File: src/rtl/wb_regport_arbiter.sv
// wb_regport_arbiter
// Shares the single register-file write/read port between the pipeline
// write-back stage and a debug access port. The pipeline normally has
// priority. A debug access takes two stalled cycles: an access cycle that
// drives the register file, then an acknowledge cycle that returns read data.
//
// Build option: define WB_ARB_STARVE_EN to enable the debug starvation guard.
// With it, after STARVE_MAX consecutive cycles of denied debug requests the
// debug port is granted even if the pipeline is requesting. Without it, the
// pipeline has strict priority.
//
// In a forced-grant cycle the pipeline write offered on that cycle is not
// accepted; o_stall rises on the following cycle and freezes the pipeline.

module wb_regport_arbiter #(
    parameter int NBITS      = 32,
    parameter int NREG_BITS  = 5,
    parameter int STARVE_MAX = 4
) (
    input  logic                 i_clk,
    input  logic                 i_reset,

    input  logic                 i_wb_valid,
    input  logic                 i_wb_reg_write,
    input  logic                 i_wb_jal,
    input  logic [NREG_BITS-1:0] i_wb_rd,
    input  logic [NBITS-1:0]     i_wb_memdatos,
    input  logic [NBITS-1:0]     i_wb_pc_8,

    input  logic                 i_dbg_req,
    input  logic                 i_dbg_wr,
    input  logic [NREG_BITS-1:0] i_dbg_addr,
    input  logic [NBITS-1:0]     i_dbg_wdata,
    output logic                 o_dbg_ack,
    output logic [NBITS-1:0]     o_dbg_rdata,

    output logic                 o_rf_we,
    output logic [NREG_BITS-1:0] o_rf_addr,
    output logic [NBITS-1:0]     o_rf_wdata,
    output logic [NREG_BITS-1:0] o_rf_raddr,
    input  logic [NBITS-1:0]     i_rf_rdata,
    output logic                 o_stall
);

    // JAL always links into the last architectural register.
    localparam logic [NREG_BITS-1:0] LINK_REG = NREG_BITS'(31);

    typedef enum logic [1:0] {
        IDLE    = 2'd0,
        PIPE_WR = 2'd1,
        DBG_ACC = 2'd2,
        DBG_ACK = 2'd3
    } state_t;

    state_t state;

    // Direction of the debug access in flight; the requester may drop its
    // inputs once granted, so the access cycle must not look at i_dbg_wr.
    logic dbg_is_write;

    logic                 arb_phase;
    logic                 pipe_req;
    logic                 dbg_req;
    logic                 force_dbg;
    logic                 grant_pipe;
    logic                 grant_dbg;
    logic [NREG_BITS-1:0] pipe_addr;
    logic [NBITS-1:0]     pipe_data;

    // New requests are only arbitrated while the port is not busy with debug.
    assign arb_phase  = (state == IDLE) || (state == PIPE_WR);
    assign pipe_req   = i_wb_valid & i_wb_reg_write;
    assign dbg_req    = i_dbg_req & arb_phase;
    assign grant_pipe = arb_phase & pipe_req & ~force_dbg;
    assign grant_dbg  = dbg_req & ~grant_pipe;

    // Write-back data/destination selection: JAL writes the link address.
    assign pipe_addr  = i_wb_jal ? LINK_REG : i_wb_rd;
    assign pipe_data  = i_wb_jal ? i_wb_pc_8 : i_wb_memdatos;

`ifdef WB_ARB_STARVE_EN
    localparam int                SCW         = $clog2(STARVE_MAX + 1);
    localparam logic [SCW-1:0]    STARVE_LIM  = SCW'(STARVE_MAX);

    logic [SCW-1:0] starve_cnt;

    assign force_dbg = dbg_req && (starve_cnt == STARVE_LIM);

    // Count consecutive denied debug cycles, saturating, cleared on any debug grant.
    always_ff @(posedge i_clk or negedge i_reset) begin
        if (!i_reset) begin
            starve_cnt <= '0;
        end else if (grant_dbg) begin
            starve_cnt <= '0;
        end else if (dbg_req && grant_pipe && (starve_cnt != STARVE_LIM)) begin
            starve_cnt <= starve_cnt + SCW'(1);
        end
    end
`else
    // Strict pipeline priority: the starvation limit has no effect here.
    assign force_dbg = (STARVE_MAX < 0);
`endif

    // Arbitration FSM with registered register-file and debug outputs.
    always_ff @(posedge i_clk or negedge i_reset) begin
        if (!i_reset) begin
            state        <= IDLE;
            dbg_is_write <= 1'b0;
            o_rf_we      <= 1'b0;
            o_rf_addr    <= '0;
            o_rf_wdata   <= '0;
            o_rf_raddr   <= '0;
            o_dbg_ack    <= 1'b0;
            o_dbg_rdata  <= '0;
            o_stall      <= 1'b0;
        end else begin
            // Write enable and acknowledge are single-cycle pulses.
            o_rf_we   <= 1'b0;
            o_dbg_ack <= 1'b0;

            case (state)
                IDLE, PIPE_WR: begin
                    if (grant_pipe) begin
                        state      <= PIPE_WR;
                        o_stall    <= 1'b0;
                        o_rf_addr  <= pipe_addr;
                        o_rf_wdata <= pipe_data;
                        // Register 0 is hardwired; the transfer completes silently.
                        o_rf_we    <= (pipe_addr != '0);
                    end else if (grant_dbg) begin
                        state        <= DBG_ACC;
                        o_stall      <= 1'b1;
                        dbg_is_write <= i_dbg_wr;
                        if (i_dbg_wr) begin
                            o_rf_addr  <= i_dbg_addr;
                            o_rf_wdata <= i_dbg_wdata;
                            o_rf_we    <= (i_dbg_addr != '0);
                        end else begin
                            o_rf_raddr <= i_dbg_addr;
                        end
                    end else begin
                        state   <= IDLE;
                        o_stall <= 1'b0;
                    end
                end

                DBG_ACC: begin
                    // Read data is valid while o_rf_raddr is held in the access cycle.
                    state     <= DBG_ACK;
                    o_stall   <= 1'b1;
                    o_dbg_ack <= 1'b1;
                    if (!dbg_is_write) begin
                        o_dbg_rdata <= i_rf_rdata;
                    end
                end

                DBG_ACK: begin
                    state   <= IDLE;
                    o_stall <= 1'b0;
                end

                default: begin
                    state   <= IDLE;
                    o_stall <= 1'b0;
                end
            endcase
        end
    end

endmodule

File: config.mk
export PLATFORM = sky130hd
export DESIGN_NAME = wb_regport_arbiter
export DESIGN_NICKNAME = d
export VERILOG_FILES = /design/src/rtl/wb_regport_arbiter.sv
export SDC_FILE = /design/constraint.sdc
export NUM_CORES = 1
export LEC_CHECK = 0
export CORE_MARGIN = 2
export CORE_UTILIZATION = 25
export CTS_CLUSTER_SIZE = 40
export DETAILED_ROUTE_END_ITERATION = 10
export DONT_BUFFER_PORTS = 1
export PLACE_DENSITY = 0.41
export RECOVER_POWER = 50
export SLEW_MARGIN = 20
export SYNTH_ARGS = -nofsm -noshare
export SYNTH_HDL_FRONTEND = slang
export SYNTH_SLANG_ARGS = --single-unit
export TNS_END_PERCENT = 1
File: constraint.sdc
create_clock -name i_clk -period 1.26 [get_ports i_clk]
set_input_delay 0.252 -clock i_clk [delete_from_list [all_inputs] [get_ports i_clk]]
set_output_delay 0.252 -clock i_clk [all_outputs]
set_load 0.1 [all_outputs]
==> results of run 1 <==
[cells in the final DEF, fill, tap and decap left out]
cell type / Yosys / layout
nor4b_4: 1 / 1
nand3b_1: 2 / 2
clkinv_2: 0 / 3
nand2_1: 4 / 4
nand2b_4: 0 / 1
buf_4: 5 / 2
dfrtp_4: 0 / 1
or3_1: 1 / 1
and4b_2: 0 / 1
bufinv_16: 0 / 1
a21o_4: 0 / 1
a21o_1: 2 / 1
mux2_4: 0 / 35
inv_6: 0 / 2
mux2i_1: 32 / 32
nor4_1: 2 / 2
nor2_1: 42 / 38
dfrtp_1: 79 / 78
buf_6: 6 / 4
and2_1: 1 / 1
a311oi_2: 0 / 1
a221o_1: 37 / 37
mux2_2: 36 / 2
clkinvlp_4: 0 / 1
nor2_2: 1 / 4
nor2_4: 0 / 1
clkbuf_16: 0 / 13
inv_1: 1 / 1
buf_12: 0 / 85
buf_8: 0 / 1
[cells by family after synthesis]
logic type | count (synthesis)
mux | 69
buf+inv | 20
flops | 79
compound gates | 40
simple gates | 56
[flip-flops by register name, summed over array words and instances (netlist names)]
register / count
dbg_is_write: 1
o_dbg_ack: 1
o_dbg_rdata: 32
o_rf_addr: 5
o_rf_raddr: 5
o_rf_wdata: 32
o_rf_we: 1
o_stall: 1
state: 1
[area by class of cell]
type	instances	area share, %
Clock buffer	9	3.79
Sequential cell	79	33.3
Tap cell	180	3.79
Inverter	1	0.0632
Multi-Input combinational cell	165	26.2
Timing Repair Buffer	96	31.6
Clock inverter	7	1.18
[how the worst min path moves through the flow]
| stage | to | startpoint | depth (start not counted) |
|---|---|---|---|
| final | o_dbg_rdata[23] | i_reset | 0 |
| after global routing | o_dbg_rdata[23] | i_reset | 0 |
| after CTS | o_dbg_rdata[23] | i_reset | 0 |
| after detailed placement | o_dbg_rdata[31] | i_reset | 0 |
| after global placement | o_dbg_rdata[23] | i_reset | 0 |
| after floorplan | dbg_is_write | i_reset | 0 |
[metrics by stage]
stage / setup WS, ns / std cells
finish: -0.122 / 537
global route: -0.159 / 537
CTS: -0.127 / 530
detailed placement: -0.208 / 513
floorplan: -0.295 / 264
global placement: -0.178 / 513
[routing by layer]
layer	up-vias	track usage, %	wire length [um]
met3	9	4.51	1030
met4	0	5.82	150
met1	1262	14.2	3980
met2	152	19.9	4930
met5	-	0	0
li1	1158	-	-
[what timing repair did]
| item | 4_1_cts | 5_1_grt |
|---|---|---|
| pin swaps | 26 | 4 |
| buffers inserted | 1 | 2 |
| hold endpoints to repair | 79 | 79 |
| cloned | 0 | 5 |
| gates resized for setup | 21 | 29 |
| setup endpoints to repair | 76 | 76 |
==> results.cfg, run 1 <==
[outcome]
violations = hold timing, setup timing
outcome = finished, violations left

[finish]
n_fill_cell = 1256
nets = 497
multi_input_area_sq_mm = 0.00156
area_delta_synth_final_pct = 69.1
seq_area_sq_mm = 0.00198
drive_gt1_share_pct = 44.8
final_core_util_pct = 43.0
antenna_cells = 0
design_area_sq_mm = 0.00594

[worst_setup_path]
required_ns = 1.47
crit_cells = 5
crit_slowest_cell = dfrtp_4
slowest_delay_ns = 0.53
worstSetupEndpoint = o_dbg_rdata[28]
crit_path_end_kind = flop
crit_buf_inv = 2
r2r-end = o_dbg_rdata[28]
reg2reg_slack_ns = -0.12
reg2reg_from = o_stall
crit_chain = nand2b_4 > nor2_4 > buf_12 > clkbuf_16 > mux2_4
critical_path.top_delay_family = flip-flops
rr_worst_depth = 5
path_class = reg2reg
arrival_ns = 1.60
crit_path_start = o_stall
worst-path-max-fanout = 7
start_kind = flop

[logic_synthesis]
syn_nets = 409
ys_seq_area_share_pct = 56.3
synth-xor-area-share_pct = 0
avgSynthCellArea_sq_um = 13.3
async_flop_share_pct = 100
synth_compound_area_share_pct = 11.2
ys_warn_count = 0
synth_ff_type = dfrtp_1
netlist.area_leader.share_pct = 56.3
synth.area.mux_share_pct = 21.0
synth.most_common_cell = dfrtp_1
synthAdderAreaFrac_pct = 0
synth_cell_types = 22
synth-simple-area-share_pct = 7.37
synth_top_area_cell = dfrtp_1
mappedNetlistArea_sq_mm = 0.00351
synth-seq-cells = 79
synth_area_leaders = dfrtp_1 56%, mux2_2 12%, a221o_1 11%, mux2i_1 9.1%, nor2_1 4.5%
synth_commonest_cells = 79 x dfrtp_1, 42 x nor2_1, 37 x a221o_1, 36 x mux2_2, 32 x mux2i_1
syn_inst = 264
synth_edf_count = 0
synth_top_family_by_area = multiplexers

[timing]
drv_slew = 0
setup_viol = 75
finalHoldViolCount = 79
tns_ns = -7.33
holdWs_ns = -0.390
rsz0062_at_grt = true
worst_pin_slew_ns = 0.337
period_needed_ns = 1.38
period_share_pct = 110
fin_skew_ns = 0.00636
layout_setup_ws_ns = -0.122
slew_headroom_pct = 77.3
fmax_mhz = 724

[run]
max_cap_violations = 0

[placement]
gp_congestion = 0.689
portBuffers = 0
placed_area_sq_mm = 0.00531
post-dp-hpwl_mm = 6.91

[cts]
clkSinkCount = 79
cts_tree = yes
clk_path_buf_depth = 2
clock_latency_ns = 0.33
clkSlewWorstSetupHoldPaths_ns = 0.06
root_buffer = clkbuf_16
htree_levels = 3
cts_buffers = 9

[floorplanning]
rows = 43
start_util_pct = 25.4
core_area_sq_mm = 0.0138
io_pins = 222
die_w_um = 123
die-area_sq_mm = 0.0150
die_y_um = 123

[grt]
antenna_found_initial = 0
grt.total_usage_pct = 12.2
first_global_vias = 2541
grt.overflow.total = 0
grt_start_max_net_pins = 80
grt_pass1_wl_mm = 13.8

[min_path]
min_path_type = in2async

[drt]
drc = 0
wire_per_inst_um = 18.8
vias = 2581
antenna_left = 0
finalWirelength_mm = 10.1
first_pass_iters = 4
via_per_inst = 4.81
drt-initial-drc-count = 76
Power of run 1 is left out: the tool's default activity adds up to more than one toggle a clock period on the data nets, which glitch-free logic cannot reach.
==> inputs of run 2 (changes only) <==
Settings changed: HOLD_SLACK_MARGIN set to 0.08.
==> run 2 against run 1 <==
The run still ends with hold timing, setup timing left. Largest cell class is now buffers. Critical endpoint is now o_dbg_rdata[31]. Sequential share of layout area shrank 3.3 points. Final cell count up 13%. Setup slack worse by 0.0059 ns. Register-to-register slack about the same.
==> results.cfg, run 2 (same netlist as run 1, synthesis figures left out) <==
[grt]
grt.overflow.total = 0
antenna_found_initial = 0
first_global_vias = 2860
grt_pass1_wl_mm = 14.8
grt_start_max_net_pins = 80
grt.total_usage_pct = 13.0

[worst_setup_path]
path_class = reg2reg
arrival_ns = 1.61
start_kind = flop
crit_path_end_kind = flop
rr_worst_depth = 5
worst-path-max-fanout = 11
required_ns = 1.48

[timing]
worst_pin_slew_ns = 0.340
period_share_pct = 110
finalHoldViolCount = 79
fin_skew_ns = 0.00762
holdWs_ns = -0.391
period_needed_ns = 1.39
drv_slew = 0
fmax_mhz = 720
slew_headroom_pct = 77.1
setup_viol = 75
rsz0062_at_grt = true
layout_setup_ws_ns = -0.128

[drt]
drc = 0
drt-initial-drc-count = 76
vias = 2852
via_per_inst = 4.71
antenna_left = 0
first_pass_iters = 4
finalWirelength_mm = 10.6
wire_per_inst_um = 17.5

[cts]
clkSinkCount = 79
cts_tree = yes
clk_path_buf_depth = 2
htree_levels = 3
cts_buffers = 9
clock_latency_ns = 0.33
cts_hold_buffers = 69
clkSlewWorstSetupHoldPaths_ns = 0.06
root_buffer = clkbuf_16

[finish]
nets = 565
final_core_util_pct = 47.7
n_fill_cell = 1206
multi_input_area_sq_mm = 0.00155
drive_gt1_share_pct = 37.6
final_cell_mix = 84 x buf_12, 78 x dfrtp_1, 69 x dlygate4sd3_1
final_cells = 605
antenna_cells = 0
layout_commonest_cell = buf_12
seq_area_sq_mm = 0.00198
reg_top3 = o_dbg_rdata x32, o_rf_wdata x32
area_delta_synth_final_pct = 87.7

[placement]
dp_slack_ns = -0.208
gp_congestion = 0.689
post-dp-hpwl_mm = 6.91
portBuffers = 0
dp_cells = 513

[outcome]
violations = hold timing, setup timing
outcome = finished, violations left

[floorplanning]
io_pins = 222
die_w_um = 123
start_util_pct = 25.4
die-area_sq_mm = 0.0150
core_area_sq_mm = 0.0138
die_y_um = 123
rows = 43

[min_path]
min_path_type = in2async

[run]
max_cap_violations = 0
## run 2: worst paths after layout
| path | startpoint | to | slack (ns) |
|---|---|---|---|
| worst min-delay path | i_reset | o_dbg_rdata[31] | -0.39 |
| worst max register to register | o_stall | o_dbg_rdata[31] | -0.13 |
| max in group asynchronous | i_reset | o_stall | 1.49 |
| worst min register to register | dbg_is_write | dbg_is_write | 0.53 |
| worst max-delay path | o_stall | o_dbg_rdata[31] | -0.13 |
| min in group i_clk | i_dbg_req | o_stall | 0.13 |
## run 2: critical path: stages (launching register included)
cell and delay (ns):
dfrtp_4 0.48, nand2b_4 0.08, nor2_4 0.10, buf_12 0.14, buf_12 0.15, mux2_2 0.33
## run 2: cell type report
cell class                 instances  area share (%)
clock buffer                       9            3.42
inverter                           1          0.0569
timing repair buffer             164            38.4
multi-input combinational        165            23.6
sequential                        79            30.0
clock inverter                     7            1.06
tap                              180            3.42
## run 2: per-layer routing
layer / global-route usage, % / wire length [um] / up-vias
li1: - / - / 1301
met1: 14.8 / 4330 / 1392
met2: 22.3 / 5260 / 150
met3: 4.18 / 865 / 9
met4: 5.82 / 148 / 0
met5: 0 / 0 / -
## run 2: timing repair
action / 4_1_cts / 5_1_grt
cloned: 0 / 4
hold endpoints to repair: 153 / 79
setup buffers: 1 / 2
gates resized for setup: 21 / 26
pin swaps: 26 / 3
endpoints found under the setup margin: 76 / 76
## run 2: per-stage QoR
step	TNS, ns	instance area [sq um]
global placement	-7.45	5310
floorplan	-19.87	3530
finish	-7.31	6590
global route	-10.36	6590
CTS	-7.30	6380
detailed placement	-8.69	5310
Power of run 2 is left out for the same reason.
==> inputs of run 3 (changes only) <==
Settings changed: CORE_ASPECT_RATIO set to 1.2.
==> run 3 against run 2 <==
The flow still finishes with violations (hold timing, setup timing). Routed wire length shrank 0.42%. Flip-flop and latch count unchanged. Cell area is 4.2% lower. Final cell count is 3.0% lower. Worst hold slack hardly changed. Critical path type unchanged. Critical endpoint is now o_rf_raddr[0]. Highest routed layer unchanged.
==> results.cfg, run 3 (same netlist as run 1, synthesis figures left out) <==
[finish]
drive_gt1_share_pct = 34.9
n_fill_cell = 1246
final_cell_mix = 82 x buf_12, 78 x dfrtp_1, 69 x dlygate4sd3_1
nets = 557
area_delta_synth_final_pct = 79.9
layout_commonest_cell = buf_12
antenna_cells = 0
reg_top3 = o_dbg_rdata x32, o_rf_wdata x32

[run]
max_cap_violations = 0

[grt]
grt.overflow.total = 0
grt_pass1_wl_mm = 16.2
grt.total_usage_pct = 14.0
first_global_vias = 2906
grt_start_max_net_pins = 80
antenna_found_initial = 0

[drt]
vias = 2824
drc = 0
via_per_inst = 4.81
first_pass_iters = 4
antenna_left = 0
finalWirelength_mm = 10.6
wirelength_met1_mm = 3.98
wire_per_inst_um = 18.0
wl_met2_mm = 5.46
drt-initial-drc-count = 82
dr_wl_met3_um = 918
maxUsedRoutingLayer = met4

[floorplanning]
io_pins = 222
die_w_um = 112
rows = 47
core_area_sq_mm = 0.0138
die_y_um = 134
die-area_sq_mm = 0.0150
start_util_pct = 25.5

[placement]
portBuffers = 0
gp_congestion = 0.701
post-dp-hpwl_mm = 7.49
dp_slack_ns = -0.176

[cts]
clk_path_buf_depth = 2
root_buffer = clkbuf_16
cts_hold_buffers = 69
cts_tree = yes
clkSinkCount = 79
htree_levels = 3
clkSlewWorstSetupHoldPaths_ns = 0.06
clock_latency_ns = 0.34
cts_buffers = 9

[timing]
tns_ns = -7.01
holdWs_ns = -0.392
layout_setup_ws_ns = -0.150
finalHoldViolCount = 79
worst_pin_slew_ns = 0.361
fmax_mhz = 709
setup_viol = 75
slew_headroom_pct = 75.7
rsz0062_at_grt = true
fin_skew_ns = 0.00634
period_share_pct = 112
drv_slew = 0
period_needed_ns = 1.41

[worst_setup_path]
r2r-end = o_rf_raddr[0]
worst-path-max-fanout = 7
required_ns = 1.47
crit_path_end_kind = flop
arrival_ns = 1.63
path_class = reg2reg
rr_worst_depth = 3
start_kind = flop
reg2reg_slack_ns = -0.15
reg2reg_from = o_stall

[outcome]
outcome = finished, violations left
violations = hold timing, setup timing

[min_path]
min_path_type = in2async
run 3: cell count changes in the layout (fill, tap and decap cells not counted), sizes merged:
cell,before,now
buf,92,87
inv,3,1
clkinv,3,1
run 3: per-layer routing:
| metal | vias up | global-route usage [%] |
|---|---|---|
| li1 | 1276 | - |
| met1 | 1374 | 16.3 |
| met2 | 163 | 24.2 |
| met3 | 11 | 3.89 |
| met4 | 0 | 6.10 |
| met5 | - | 0 |
run 3: repair_timing:
action	4_1_cts	5_1_grt
pin swaps	34	2
setup buffers	0	0
hold endpoints to repair	153	79
gates resized for setup	11	0
endpoints found under the setup margin	76	76
run 3: cell type report:
type                            instances  area, sq um  area share (%)
Clock inverter                          3         42.5           0.673
Multi-Input combinational cell        165         1440            22.9
Inverter                                1         3.75          0.0594
Tap cell                              171          214            3.39
Sequential cell                        79         1980            31.3
Timing Repair Buffer                  156         2380            37.6
Clock buffer                           12          256            4.06
run 3: through the flow:
stage,std cells,area [sq um],utilization (%)
2_1_floorplan,264,3530,-
3_3_place_gp,503,5280,38.4
3_5_place_dp,503,5280,38.4
4_1_cts,587,6320,45.9
5_1_grt,587,6320,45.9
6_report,587,6320,45.9
run 3: worst max path at each step:
stage	from	endpoint	depth (start not counted)
floorplan	o_stall	o_rf_wdata[10]	4
global placement	o_stall	o_rf_raddr[2]	3
detailed placement	o_stall	o_rf_raddr[4]	3
CTS	o_stall	o_rf_raddr[0]	3
global route	o_stall	o_rf_raddr[1]	3
finish	o_stall	o_rf_raddr[0]	3
run 3: critical path, stage by stage (launching register included):
cell	delay [ns]
dfrtp_4	0.53
nor4b_4	0.29
buf_6	0.18
mux2_4	0.30
Power of run 3 is left out for the same reason.
